## src/rtl/dmem_bridge_pkg.sv

```systemverilog
// Shared encodings for the data-memory bridge: access sizes, fault codes,
// FSM states and the alignment rule used when a request is accepted.
package dmem_bridge_pkg;

  localparam logic [1:0] MEM_SIZE_B = 2'd0;
  localparam logic [1:0] MEM_SIZE_H = 2'd1;
  localparam logic [1:0] MEM_SIZE_W = 2'd2;

  localparam logic [1:0] FAULT_NONE     = 2'd0;
  localparam logic [1:0] FAULT_MISALIGN = 2'd1;
  localparam logic [1:0] FAULT_BUSERR   = 2'd2;
  localparam logic [1:0] FAULT_TIMEOUT  = 2'd3;

  typedef enum logic [1:0] {
    DMB_IDLE = 2'd0,
    DMB_BUS  = 2'd1,
    DMB_DONE = 2'd2
  } dmb_state_e;

  // Halfwords need an even address, words (and the size-3 alias) need a
  // word-aligned address; bytes are always aligned.
  function automatic logic dmb_misaligned(input logic [1:0] size,
                                          input logic [1:0] off);
    logic mis;
    mis = 1'b0;
    case (size)
      MEM_SIZE_B: mis = 1'b0;
      MEM_SIZE_H: mis = off[0];
      default:    mis = (off != 2'b00);
    endcase
    return mis;
  endfunction

endpackage

```

## src/rtl/dmem_bridge_lane.sv

```systemverilog
// Byte-lane logic for the data-memory bridge: store lane steering
// (byte enables plus replicated write data) and load lane extraction
// with zero/sign extension. Purely combinational.
module mem_lane
  import dmem_bridge_pkg::*;
(
  input  logic [1:0]  st_off,
  input  logic [1:0]  st_size,
  input  logic [31:0] st_dout,
  output logic [3:0]  st_sel,
  output logic [31:0] st_wdata,
  input  logic [1:0]  ld_off,
  input  logic [1:0]  ld_size,
  input  logic        ld_sign,
  input  logic [31:0] ld_rdata,
  output logic [31:0] ld_data
);

  logic [7:0]  ld_byte;
  logic [15:0] ld_half;

  // Store steering: replicate the right-justified data into every lane and
  // enable only the lanes addressed by the access.
  always_comb begin
    st_sel   = 4'b1111;
    st_wdata = st_dout;
    case (st_size)
      MEM_SIZE_B: begin
        st_sel   = 4'b0001 << st_off;
        st_wdata = {4{st_dout[7:0]}};
      end
      MEM_SIZE_H: begin
        st_sel   = st_off[1] ? 4'b1100 : 4'b0011;
        st_wdata = {2{st_dout[15:0]}};
      end
      default: begin
        st_sel   = 4'b1111;
        st_wdata = st_dout;
      end
    endcase
  end

  // Load extraction: pick the addressed lane and extend it to 32 bits.
  always_comb begin
    ld_data = ld_rdata;
    ld_byte = ld_rdata[7:0];
    case (ld_off)
      2'd1:    ld_byte = ld_rdata[15:8];
      2'd2:    ld_byte = ld_rdata[23:16];
      2'd3:    ld_byte = ld_rdata[31:24];
      default: ld_byte = ld_rdata[7:0];
    endcase
    ld_half = ld_off[1] ? ld_rdata[31:16] : ld_rdata[15:0];
    case (ld_size)
      MEM_SIZE_B: ld_data = {{24{ld_sign & ld_byte[7]}}, ld_byte};
      MEM_SIZE_H: ld_data = {{16{ld_sign & ld_half[15]}}, ld_half};
      default:    ld_data = ld_rdata;
    endcase
  end

endmodule

```

## src/rtl/dmem_bridge.sv

```systemverilog
// Data-memory bridge behind the MEM stage: turns a single-cycle load/store
// request into a req/ack bus transaction, stalls the pipeline until it
// completes, returns extended load data and reports misalignment, bus
// error and timeout faults.
module dmem_bridge
  import dmem_bridge_pkg::*;
#(
  parameter int TIMEOUT = 64,
  parameter int TO_W    = 8
) (
  input  logic        clk,
  input  logic        rst_n,
  input  logic        mem_ren,
  input  logic        mem_wen,
  input  logic [31:0] mem_addr,
  input  logic [31:0] mem_dout,
  input  logic [1:0]  mem_size,
  input  logic        mem_sign,
  input  logic        mem_en,
  output logic [31:0] mem_din,
  output logic        mem_stall,
  output logic        mem_fault,
  output logic [1:0]  fault_code,
  output logic [31:0] fault_addr,
  output logic        bus_req,
  output logic        bus_we,
  output logic [31:0] bus_addr,
  output logic [3:0]  bus_sel,
  output logic [31:0] bus_wdata,
  input  logic        bus_ack,
  input  logic        bus_err,
  input  logic [31:0] bus_rdata
);

  localparam logic [TO_W-1:0] TO_LIM = TO_W'(TIMEOUT);

  dmb_state_e       state_q, state_d;
  logic [TO_W-1:0]  cnt_q, cnt_d, cnt_inc;
  logic             bus_req_q, bus_req_d;
  logic             bus_we_q, bus_we_d;
  logic [31:0]      bus_addr_q, bus_addr_d;
  logic [3:0]       bus_sel_q, bus_sel_d;
  logic [31:0]      bus_wdata_q, bus_wdata_d;
  logic [31:0]      mem_din_q, mem_din_d;
  logic [1:0]       fault_code_q, fault_code_d;
  logic [31:0]      fault_addr_q, fault_addr_d;
  // Request attributes latched at issue so extraction ignores live inputs.
  logic [1:0]       ld_off_q, ld_off_d;
  logic [1:0]       ld_size_q, ld_size_d;
  logic             ld_sign_q, ld_sign_d;

  logic             access;
  logic             misaligned;
  logic [3:0]       st_sel;
  logic [31:0]      st_wdata;
  logic [31:0]      ld_data;

  assign access     = mem_ren | mem_wen;
  assign misaligned = dmb_misaligned(mem_size, mem_addr[1:0]);
  assign cnt_inc    = cnt_q + 1'b1;

  mem_lane u_lane (
    .st_off   (mem_addr[1:0]),
    .st_size  (mem_size),
    .st_dout  (mem_dout),
    .st_sel   (st_sel),
    .st_wdata (st_wdata),
    .ld_off   (ld_off_q),
    .ld_size  (ld_size_q),
    .ld_sign  (ld_sign_q),
    .ld_rdata (bus_rdata),
    .ld_data  (ld_data)
  );

  // Next-state and register-update logic for the IDLE/BUS/DONE sequencer.
  always_comb begin
    state_d      = state_q;
    cnt_d        = cnt_q;
    bus_req_d    = bus_req_q;
    bus_we_d     = bus_we_q;
    bus_addr_d   = bus_addr_q;
    bus_sel_d    = bus_sel_q;
    bus_wdata_d  = bus_wdata_q;
    mem_din_d    = mem_din_q;
    fault_code_d = fault_code_q;
    fault_addr_d = fault_addr_q;
    ld_off_d     = ld_off_q;
    ld_size_d    = ld_size_q;
    ld_sign_d    = ld_sign_q;

    case (state_q)
      DMB_IDLE: begin
        if (access) begin
          if (misaligned) begin
            fault_code_d = FAULT_MISALIGN;
            fault_addr_d = mem_addr;
            state_d      = DMB_DONE;
          end else begin
            bus_req_d   = 1'b1;
            bus_we_d    = mem_wen;
            bus_addr_d  = {mem_addr[31:2], 2'b00};
            bus_sel_d   = st_sel;
            bus_wdata_d = st_wdata;
            ld_off_d    = mem_addr[1:0];
            ld_size_d   = mem_size;
            ld_sign_d   = mem_sign;
            cnt_d       = '0;
            state_d     = DMB_BUS;
          end
        end
      end
      DMB_BUS: begin
        // Error outranks a simultaneous ack.
        if (bus_err) begin
          bus_req_d    = 1'b0;
          fault_code_d = FAULT_BUSERR;
          fault_addr_d = {bus_addr_q[31:2], ld_off_q};
          state_d      = DMB_DONE;
        end else if (bus_ack) begin
          bus_req_d = 1'b0;
          if (!bus_we_q) begin
            mem_din_d = ld_data;
          end
          state_d = DMB_DONE;
        end else begin
          cnt_d = cnt_inc;
          if (cnt_inc == TO_LIM) begin
            bus_req_d    = 1'b0;
            fault_code_d = FAULT_TIMEOUT;
            fault_addr_d = {bus_addr_q[31:2], ld_off_q};
            state_d      = DMB_DONE;
          end
        end
      end
      DMB_DONE: begin
        if (mem_en) begin
          fault_code_d = FAULT_NONE;
          state_d      = DMB_IDLE;
        end
      end
      default: begin
        state_d = DMB_IDLE;
      end
    endcase
  end

  // State and datapath registers; reset returns every output to zero.
  always_ff @(posedge clk) begin
    if (!rst_n) begin
      state_q      <= DMB_IDLE;
      cnt_q        <= '0;
      bus_req_q    <= 1'b0;
      bus_we_q     <= 1'b0;
      bus_addr_q   <= '0;
      bus_sel_q    <= '0;
      bus_wdata_q  <= '0;
      mem_din_q    <= '0;
      fault_code_q <= FAULT_NONE;
      fault_addr_q <= '0;
      ld_off_q     <= '0;
      ld_size_q    <= '0;
      ld_sign_q    <= 1'b0;
    end else begin
      state_q      <= state_d;
      cnt_q        <= cnt_d;
      bus_req_q    <= bus_req_d;
      bus_we_q     <= bus_we_d;
      bus_addr_q   <= bus_addr_d;
      bus_sel_q    <= bus_sel_d;
      bus_wdata_q  <= bus_wdata_d;
      mem_din_q    <= mem_din_d;
      fault_code_q <= fault_code_d;
      fault_addr_q <= fault_addr_d;
      ld_off_q     <= ld_off_d;
      ld_size_q    <= ld_size_d;
      ld_sign_q    <= ld_sign_d;
    end
  end

  assign mem_stall  = ((state_q == DMB_IDLE) & access) | (state_q == DMB_BUS);
  assign mem_fault  = (fault_code_q != FAULT_NONE);
  assign mem_din    = mem_din_q;
  assign fault_code = fault_code_q;
  assign fault_addr = fault_addr_q;
  assign bus_req    = bus_req_q;
  assign bus_we     = bus_we_q;
  assign bus_addr   = bus_addr_q;
  assign bus_sel    = bus_sel_q;
  assign bus_wdata  = bus_wdata_q;

endmodule

```

## config.mk

```make
export PLATFORM = sky130hd
export DESIGN_NAME = dmem_bridge
export DESIGN_NICKNAME = d
export VERILOG_FILES = /design/src/rtl/dmem_bridge_pkg.sv /design/src/rtl/dmem_bridge_lane.sv /design/src/rtl/dmem_bridge.sv
export SDC_FILE = /design/constraint.sdc
export NUM_CORES = 1
export LEC_CHECK = 0
export CELL_PAD_IN_SITES_DETAIL_PLACEMENT = 1
export CELL_PAD_IN_SITES_GLOBAL_PLACEMENT = 1
export CORE_MARGIN = 2
export CORE_UTILIZATION = 33
export CTS_BUF_LIST = sky130_fd_sc_hd__clkbuf_4
export DETAILED_ROUTE_END_ITERATION = 10
export GPL_ROUTABILITY_DRIVEN = 0
export PLACE_DENSITY = 0.93
export RECOVER_POWER = 25
export SLEW_MARGIN = 30
export SYNTH_ARGS = -nofsm -noshare
export SYNTH_HDL_FRONTEND = slang
export SYNTH_SLANG_ARGS = --single-unit
```

## constraint.sdc

```tcl
create_clock -name clk -period 2.1 [get_ports clk]
set_input_delay 0.315 -clock clk [delete_from_list [all_inputs] [get_ports clk]]
set_output_delay 0.315 -clock clk [all_outputs]
set_load 0.05 [all_outputs]
```

==> results of run 1 <==
-- stage by stage --
stage / TNS [ps] / setup slack [ps]
2_1_floorplan: 0 / 60.0
3_3_place_gp: -38.2 / -38.2
3_5_place_dp: -1970 / -112
4_1_cts: 0 / 0.0621
5_1_grt: -10.6 / -10.6
6_report: 0 / 71.4
-- path summary, 6_finish.rpt --
path              depth (start not counted)        endpoint           from
hold reg to reg                           2    bus_wdata[3]   bus_wdata[3]
setup reg to reg                          6  fault_addr[25]       cnt_q[4]
hold / removal                            3     bus_addr[3]    mem_addr[3]
setup / recovery                          1   bus_wdata[29]  bus_wdata[29]
-- cell usage after synthesis, types with 4 or more instances --
library cell / instances / area (um2)
nor2_1: 55 / 206
nand3_1: 5 / 25.0
a311oi_1: 8 / 70.1
a221oi_1: 7 / 61.3
nor3_1: 8 / 40.0
buf_2: 4 / 20.0
a211oi_1: 43 / 323
mux2i_1: 51 / 510
buf_6: 4 / 45.0
nand2_1: 166 / 623
dfxtp_1: 149 / 2980
o211ai_1: 8 / 60.1
o221ai_1: 8 / 70.1
o21ai_0: 56 / 280
a21oi_1: 129 / 646
inv_1: 11 / 41.3
clkbuf_1: 57 / 214
o31a_1: 6 / 52.6
buf_4: 6 / 45.0
-- layer usage --
metal,wire length (um),share of wire [%],GRT usage (%),vias to the layer above
met5,0,0,0,-
met4,699,2.7,8.54,0
met3,1770,7.0,7.06,52
met2,12700,50,41.5,236
met1,10300,40,26.1,3467
li1,-,-,-,3367
-- flip-flops by register name, summed over array words and instances (netlist names) --
signal,count
cnt_q,8
bus_addr,30
bus_wdata,32
ld_sign_q,1
bus_req,1
fault_addr,32
bus_sel,4
mem_din,32
fault_code,2
ld_off_q,2
bus_we,1
ld_size_q,2
state_q,2
-- power by group through the flow --
stage | sequential (mW) | combinational, mW | clock (mW)
floorplan | 4.05 | 0.817 | 0
global placement | 3.28 | 2.61 | 0
detailed placement | 3.29 | 2.68 | 0
CTS | 3.22 | 2.56 | 1.96
global route | 3.25 | 2.69 | 2.09
finish | 3.22 | 2.53 | 1.91
-- cells by family (layout without fill, tap and decap cells) --
| family | Yosys count | count (layout) | synth area share [%] |
|---|---|---|---|
| compound gates | 277 | 277 | 25.2 |
| simple gates | 257 | 257 | 15.9 |
| flops | 149 | 149 | 44.8 |
| buf+inv | 84 | 330 | 5.61 |
| mux | 52 | 52 | 8.00 |
| xor+xnor | 2 | 2 | 0.263 |
| fa+ha+maj | 1 | 1 | 0.188 |
| other cells | 1 | 2 | 0.0563 |
-- final cells by class --
class	count	share of cell area, %
tap	265	3.38
multi-input combinational	591	34.2
timing repair buffer	286	28.4
inverter	12	0.485
sequential	149	30.4
clock buffer	17	1.30
clock inverter	15	1.72
==> results.toml, run 1 <==
[floorplanning]
start_util_pct = 33.9
die_h_um = 146
io_pins = 244
die_w_um = 146
core_area_mm2 = 0.0197
dieArea_mm2 = 0.0213
fp-row-count = 51

[finish]
syn_to_final_growth_pct = 47.1
fin_cells = 1335
antenna_cells = 0
fillers = 2389
multi_input_area_mm2 = 0.00335
regArea_mm2 = 0.00298
final_common_cell = "nand2_1"
drive_above_1_share_pct = 8.60
final_cell_mix = "nand2_1, dfxtp_1, a21oi_1"
fin_util_pct = 49.9
fin_nets = 1164
design_area_mm2 = 0.00980

[logic_synthesis]
synth_warnings = 0
ys_ff_latch = 149
ys_types = 50
synth_edf_count = 0
synthesis.area_mm2 = 0.00666
synthCells = 823
synthFlopType = "dfxtp_1"
synthArstFlopShare_pct = 0
synth.avg_cell_area_um2 = 8.10
ys_seq_area_share_pct = 44.8

[sta]
finalHoldWorstSlack_ps = 297
setup_viol = 0
hold_violations = 0
worst_slew_pin_slew_ps = 564
drv_slew = 0
clock_skew_ps = 24.0
max_freq_mhz = 493
slew_headroom_pct = 62.5
fin_crit_ps = 2030
fin_crit_sh_pct = 96.6

[detailed_routing]
first_pass_iters = 4
initialDrtViolationCount = 235
avgRoutedWirePerCell_um = 19.1
viasPerCell = 5.33
routed_wl_um = 25500
drtAntennaViolNets = 0
drc = 0
vias = 7122

[worst_hold_path]
hold_class = "input port to flip-flop"

[clock_tree]
cts_setup_buffers = 0
clk_pin_slew_worst_paths_ps = 160
clk-insertion-delay-late_ps = 580
cts_inserted_buffers = 17
clock-sinks = 149
clk_path_buf_depth = 2
cts_tree = "done"
ctsRootBufferMaster = "clkbuf_4"
cts_resized = 108
cts_hold_buf = 0
cts_max_level = 4

[setup_path]
cpPeakStageDelay_ps = 800
cp_top_family = "buffers and inverters"
crit_path_end_kind = "output port"
arrival_ps = 1710
cp-start-kind = "flip-flop"
crit_chain = "clkdlybuf4s50_1"
crit_type = "flip-flop to output port"
worstPathMaxFanout = 2
crit_path_top_delay_cell = "clkdlybuf4s50_1"
regToRegSetupSlack_ps = 100
path_buf_inv = 1
required_ps = 1780

[placement]
dpl_cell_area_mm2 = 0.00960
portBuffers = 241
dp_hpwl_um = 18500
post-place-cells = 1303

[power_and_ir_drop]
p_sw_share_pct = 39.4
vdd_ir_drop_max_mv = 0.384
intPower_mw = 4.64
power_density_mw_per_mm2 = 781
p_switching_mw = 3.02
clockPowerShare_pct = 24.9
pwr-share-comb_pct = 33.0
seqPwrFrac_pct = 42.1
power.leakage_nw = 4.65
finalPower_mw = 7.66

[global_routing]
grt_pass1_wl_um = 39800
grt_pass1_vias = 7554
grt_usage_pct = 23.2
grt_max_degree = 72
grt.overflow.total = 0
antenna_found_initial = 0

[job]
maxCapViolations = 0

[run_status]
status = "finished, final reports clean"
(Power assumes the default switching activity.)
==> run 2, diff against run 1 <==
--- a/config.mk
+++ b/config.mk
@@ -12,6 +12,7 @@
 export CTS_BUF_LIST = sky130_fd_sc_hd__clkbuf_4
 export DETAILED_ROUTE_END_ITERATION = 10
 export GPL_ROUTABILITY_DRIVEN = 0
+export MAX_ROUTING_LAYER = met4
 export PLACE_DENSITY = 0.93
 export RECOVER_POWER = 25
 export SLEW_MARGIN = 30
==> results.toml, run 2 (same netlist as run 1, synthesis figures left out) <==
[setup_path]
cp_top_family = "buffers and inverters"
path_buf_inv = 1
path_depth = 1
startpoint = "bus_wdata[29]"
worstPathMaxFanout = 2
arrival_ps = 1720
crit_type = "flip-flop to output port"
rr_startpoint = "cnt_q[4]"
crit_path_end_kind = "output port"
crit_path_top_delay_cell = "clkdlybuf4s50_1"
required_ps = 1780
cp-start-kind = "flip-flop"
crit_chain = "clkdlybuf4s50_1"
ff2ff_path_depth = 6
cpPeakStageDelay_ps = 810

[sta]
slew_headroom_pct = 59.9
setup_tns_ps = 0
worst_slew_pin_slew_ps = 604
hold_violations = 0
finalHoldWorstSlack_ps = 300
setup_viol = 0
fin_crit_ps = 2030
drv_slew = 0
fin_crit_sh_pct = 96.7
max_freq_mhz = 493
grt_setup_unrepaired = "false"
clock_skew_ps = 19.9

[finish]
antenna_cells = 0
drive_above_1_share_pct = 8.60
fin_util_pct = 49.8
syn_to_final_growth_pct = 46.8
fillers = 2390
final_common_cell = "nand2_1"
final_cell_mix = "nand2_1, dfxtp_1, a21oi_1"
fin_nets = 1164

[placement]
portBuffers = 241
dp_hpwl_um = 18500

[run_status]
status = "finished, final reports clean"

[global_routing]
grt.overflow.total = 0
grt_pass1_vias = 7573
grt_usage_pct = 24.0
antenna_found_initial = 0
grt_pass1_wl_um = 39800
grt_max_degree = 72

[floorplanning]
io_pins = 244
fp-row-count = 51
core_area_mm2 = 0.0197
die_w_um = 146
die_h_um = 146
dieArea_mm2 = 0.0213
start_util_pct = 33.9

[clock_tree]
clk-insertion-delay-late_ps = 570
cts_setup_buffers = 0
clock-sinks = 149
ctsRootBufferMaster = "clkbuf_4"
cts_inserted_buffers = 17
cts_max_level = 4
clk_path_buf_depth = 2
clk_pin_slew_worst_paths_ps = 150
cts_tree = "done"

[worst_hold_path]
worstHoldPathCells = 3
hold_class = "input port to flip-flop"
hp-start = "mem_addr[3]"

[power_and_ir_drop]
finalPower_mw = 7.64
vdd_ir_drop_max_mv = 0.384
power_density_mw_per_mm2 = 781
power.leakage_nw = 4.61

[detailed_routing]
vias = 7113
initialDrtViolationCount = 255
avgRoutedWirePerCell_um = 19.0
drtAntennaViolNets = 0
viasPerCell = 5.33
routed_wl_um = 25400
drc = 0
first_pass_iters = 4

[job]
maxCapViolations = 0
-- run 2: changes by cell type in the layout (fill, tap and decap cells not counted), sizes merged --
cell and delta:
clkbuf +2, dlymetal6s2s -2
-- run 2: final timing paths --
kind / to / slack, ps
max: bus_wdata[29] / 70
min: bus_addr[3] / 300
max reg2reg: fault_addr[25] / 130
min reg2reg: bus_wdata[3] / 460
-- run 2: final cells by class --
cell class	count	area (um2)	share of cell area [%]
timing repair buffer	286	2770	28.3
multi-input combinational	591	3350	34.3
clock buffer	17	128	1.30
inverter	12	47.5	0.486
tap	265	332	3.39
sequential	149	2980	30.5
clock inverter	15	169	1.73
-- run 2: report_power, final --
part           internal [mW]  leakage (nW)  switching (mW)
registers               3.07          1.22           0.153
logic                  0.830          3.24            1.69
clock network          0.737         0.154            1.16
-- run 2: layer usage --
layer	vias to the layer above	GRT usage [%]	routed length, um	part of all wire (%)
li1	3371	-	-	-
met4	0	8.54	726	2.9
met2	227	41.7	12700	50
met5	-	-	0	0
met3	56	6.81	1650	6.5
met1	3459	26.2	10300	41
-- run 2: per-stage QoR --
step                      std cells  instance area, um2  worst slack, ps
after CTS                      1335                9760           0.0621
after floorplan                 824                6670             60.0
after global placement         1303                9600            -38.2
after detailed placement       1303                9600             -112
after global routing           1335                9780            0.544
final                          1335                9780             69.6
-- run 2: worst register-to-register path: stages (launching register included) --
cell and delay [ps]:
dfxtp_1 420, and4_2 320, xor2_1 120, o41ai_4 390
buf_12 240, a21oi_1 120, a211oi_1 260
-- run 2: timing repair --
action,in CTS,in global routing
endpoints found under the setup margin,108,60
cloned,0,0
resized for setup,108,29
endpoints found under the hold margin,0,0
hold buffers,0,0
pin swaps,0,1
==> run 3, diff against run 2 <==
--- a/config.mk
+++ b/config.mk
@@ -7,6 +7,7 @@
 export LEC_CHECK = 0
 export CELL_PAD_IN_SITES_DETAIL_PLACEMENT = 1
 export CELL_PAD_IN_SITES_GLOBAL_PLACEMENT = 1
+export CORE_ASPECT_RATIO = 1.5
 export CORE_MARGIN = 2
 export CORE_UTILIZATION = 33
 export CTS_BUF_LIST = sky130_fd_sc_hd__clkbuf_4
==> constraint.sdc (replaced) <==
create_clock -name clk -period 2.1 [get_ports clk]
set_input_delay 0.315 -clock clk [delete_from_list [all_inputs] [get_ports clk]]
set_output_delay 0.315 -clock clk [all_outputs]
set_load 0.02 [all_outputs]
==> results.toml, run 3 (same netlist as run 1, synthesis figures left out) <==
[power_and_ir_drop]
finalPower_mw = 7.49
power.leakage_nw = 3.83
power_density_mw_per_mm2 = 752
vdd_ir_drop_max_mv = 0.387

[setup_path]
crit_path_end_kind = "flip-flop"
worstPathMaxFanout = 38
cp-start-kind = "flip-flop"
crit_type = "flip-flop to flip-flop"
required_ps = 2590
arrival_ps = 2560

[sta]
drv_slew = 0
max_freq_mhz = 483
hold_violations = 0
setup_viol = 0
fin_crit_ps = 2070
worst_slew_pin_slew_ps = 669
fin_crit_sh_pct = 98.6
setup_ws_ps = 30.0
slew_headroom_pct = 55.4
setup_tns_ps = 0
clock_skew_ps = 25.7

[global_routing]
grt_usage_pct = 23.8
grt_max_degree = 48
grt.overflow.total = 0
antenna_found_initial = 2
grt_pass1_wl_um = 38700
grt_pass1_vias = 7252

[finish]
final_common_cell = "clkdlybuf4s50_1"
fin_util_pct = 50.4
multi_input_area_mm2 = 0.00335
syn_to_final_growth_pct = 49.5
design_area_mm2 = 0.00996
fin_nets = 1171
drive_above_1_share_pct = 9.47
regArea_mm2 = 0.00299
fillers = 2338
final_cell_mix = "clkdlybuf4s50_1, nand2_1, dfxtp_1"

[placement]
dpl_cell_area_mm2 = 0.00959
dp_slack_ps = -122
dp_hpwl_um = 18400
portBuffers = 241

[floorplanning]
dieArea_mm2 = 0.0214
die_h_um = 178
fp-row-count = 63
start_util_pct = 33.7
io_pins = 244
core_area_mm2 = 0.0198
die_w_um = 120

[detailed_routing]
drtAntennaViolNets = 0
routed_wl_um = 25300
viasPerCell = 5.28
first_pass_iters = 4
drc = 0
vias = 7071
avgRoutedWirePerCell_um = 18.9
initialDrtViolationCount = 402

[clock_tree]
cts_tree = "done"
cts_inserted_buffers = 17
clk_pin_slew_worst_paths_ps = 140
clock-sinks = 149
ctsRootBufferMaster = "clkbuf_4"
clk_path_buf_depth = 2
cts_max_level = 4
clk-insertion-delay-late_ps = 570

[job]
maxCapViolations = 0

[worst_hold_path]
hold_class = "input port to flip-flop"

[run_status]
status = "finished, final reports clean"
[run 3: changes by cell type in the layout (fill, tap and decap cells not counted), sizes merged, moves of 3 or more]
cell           previous run  this run
clkdlybuf4s50           106       237
dlygate4sd2             107         2
dlymetal6s2s             25         1
buf                      42        51
clkbuf                   23        19
diode                     0         3
[run 3: report_power, final]
part,internal [mW],switching (mW)
registers,3.07,0.158
clock network,0.975,1.13
logic,0.991,1.17
[run 3: worst max-delay path: stages (launching register included)]
cell	delay, ps
dfxtp_2	390
nand2b_2	130
buf_4	560
o211ai_1	220
or4_1	540
a21oi_1	160
[run 3: metal layers]
layer,up-vias,GRT usage (%),wire length (um)
met1,3378,26.1,9870
met3,69,5.72,1450
li1,3392,-,-
met5,-,-,0
met4,0,12.1,1060
met2,232,40.2,13000
[run 3: what timing repair did]
item | CTS | global route
endpoints found under the setup margin | 3 | 35
endpoints found under the hold margin | 0 | 0
hold buffers | 0 | 0
resized for setup | 4 | 10
gates cloned | 0 | 1
pin swaps | 0 | 1
buffers inserted | 0 | 1
[run 3: final timing paths]
check,startpoint,to,slack (ps),cells past startpoint
setup / recovery,state_q[0],cnt_q[5],30,5
hold reg to reg,cnt_q[7],cnt_q[7],460,1
setup reg to reg,state_q[0],cnt_q[5],30,5
hold / removal,mem_addr[19],bus_addr[19],310,3
[run 3: area by class of cell]
class | count | area share, %
clock buffer | 18 | 1.36
antenna | 3 | 0.0753
tap | 260 | 3.27
multi-input combinational | 591 | 33.6
clock inverter | 14 | 1.98
timing repair buffer | 293 | 29.3
sequential | 149 | 30.0
inverter | 12 | 0.477
[run 3: through the flow]
stage	cells	hold WS, ps
2_1_floorplan	824	414
3_3_place_gp	1303	439
3_5_place_dp	1303	439
4_1_cts	1335	254
5_1_grt	1339	268
6_report	1340	315
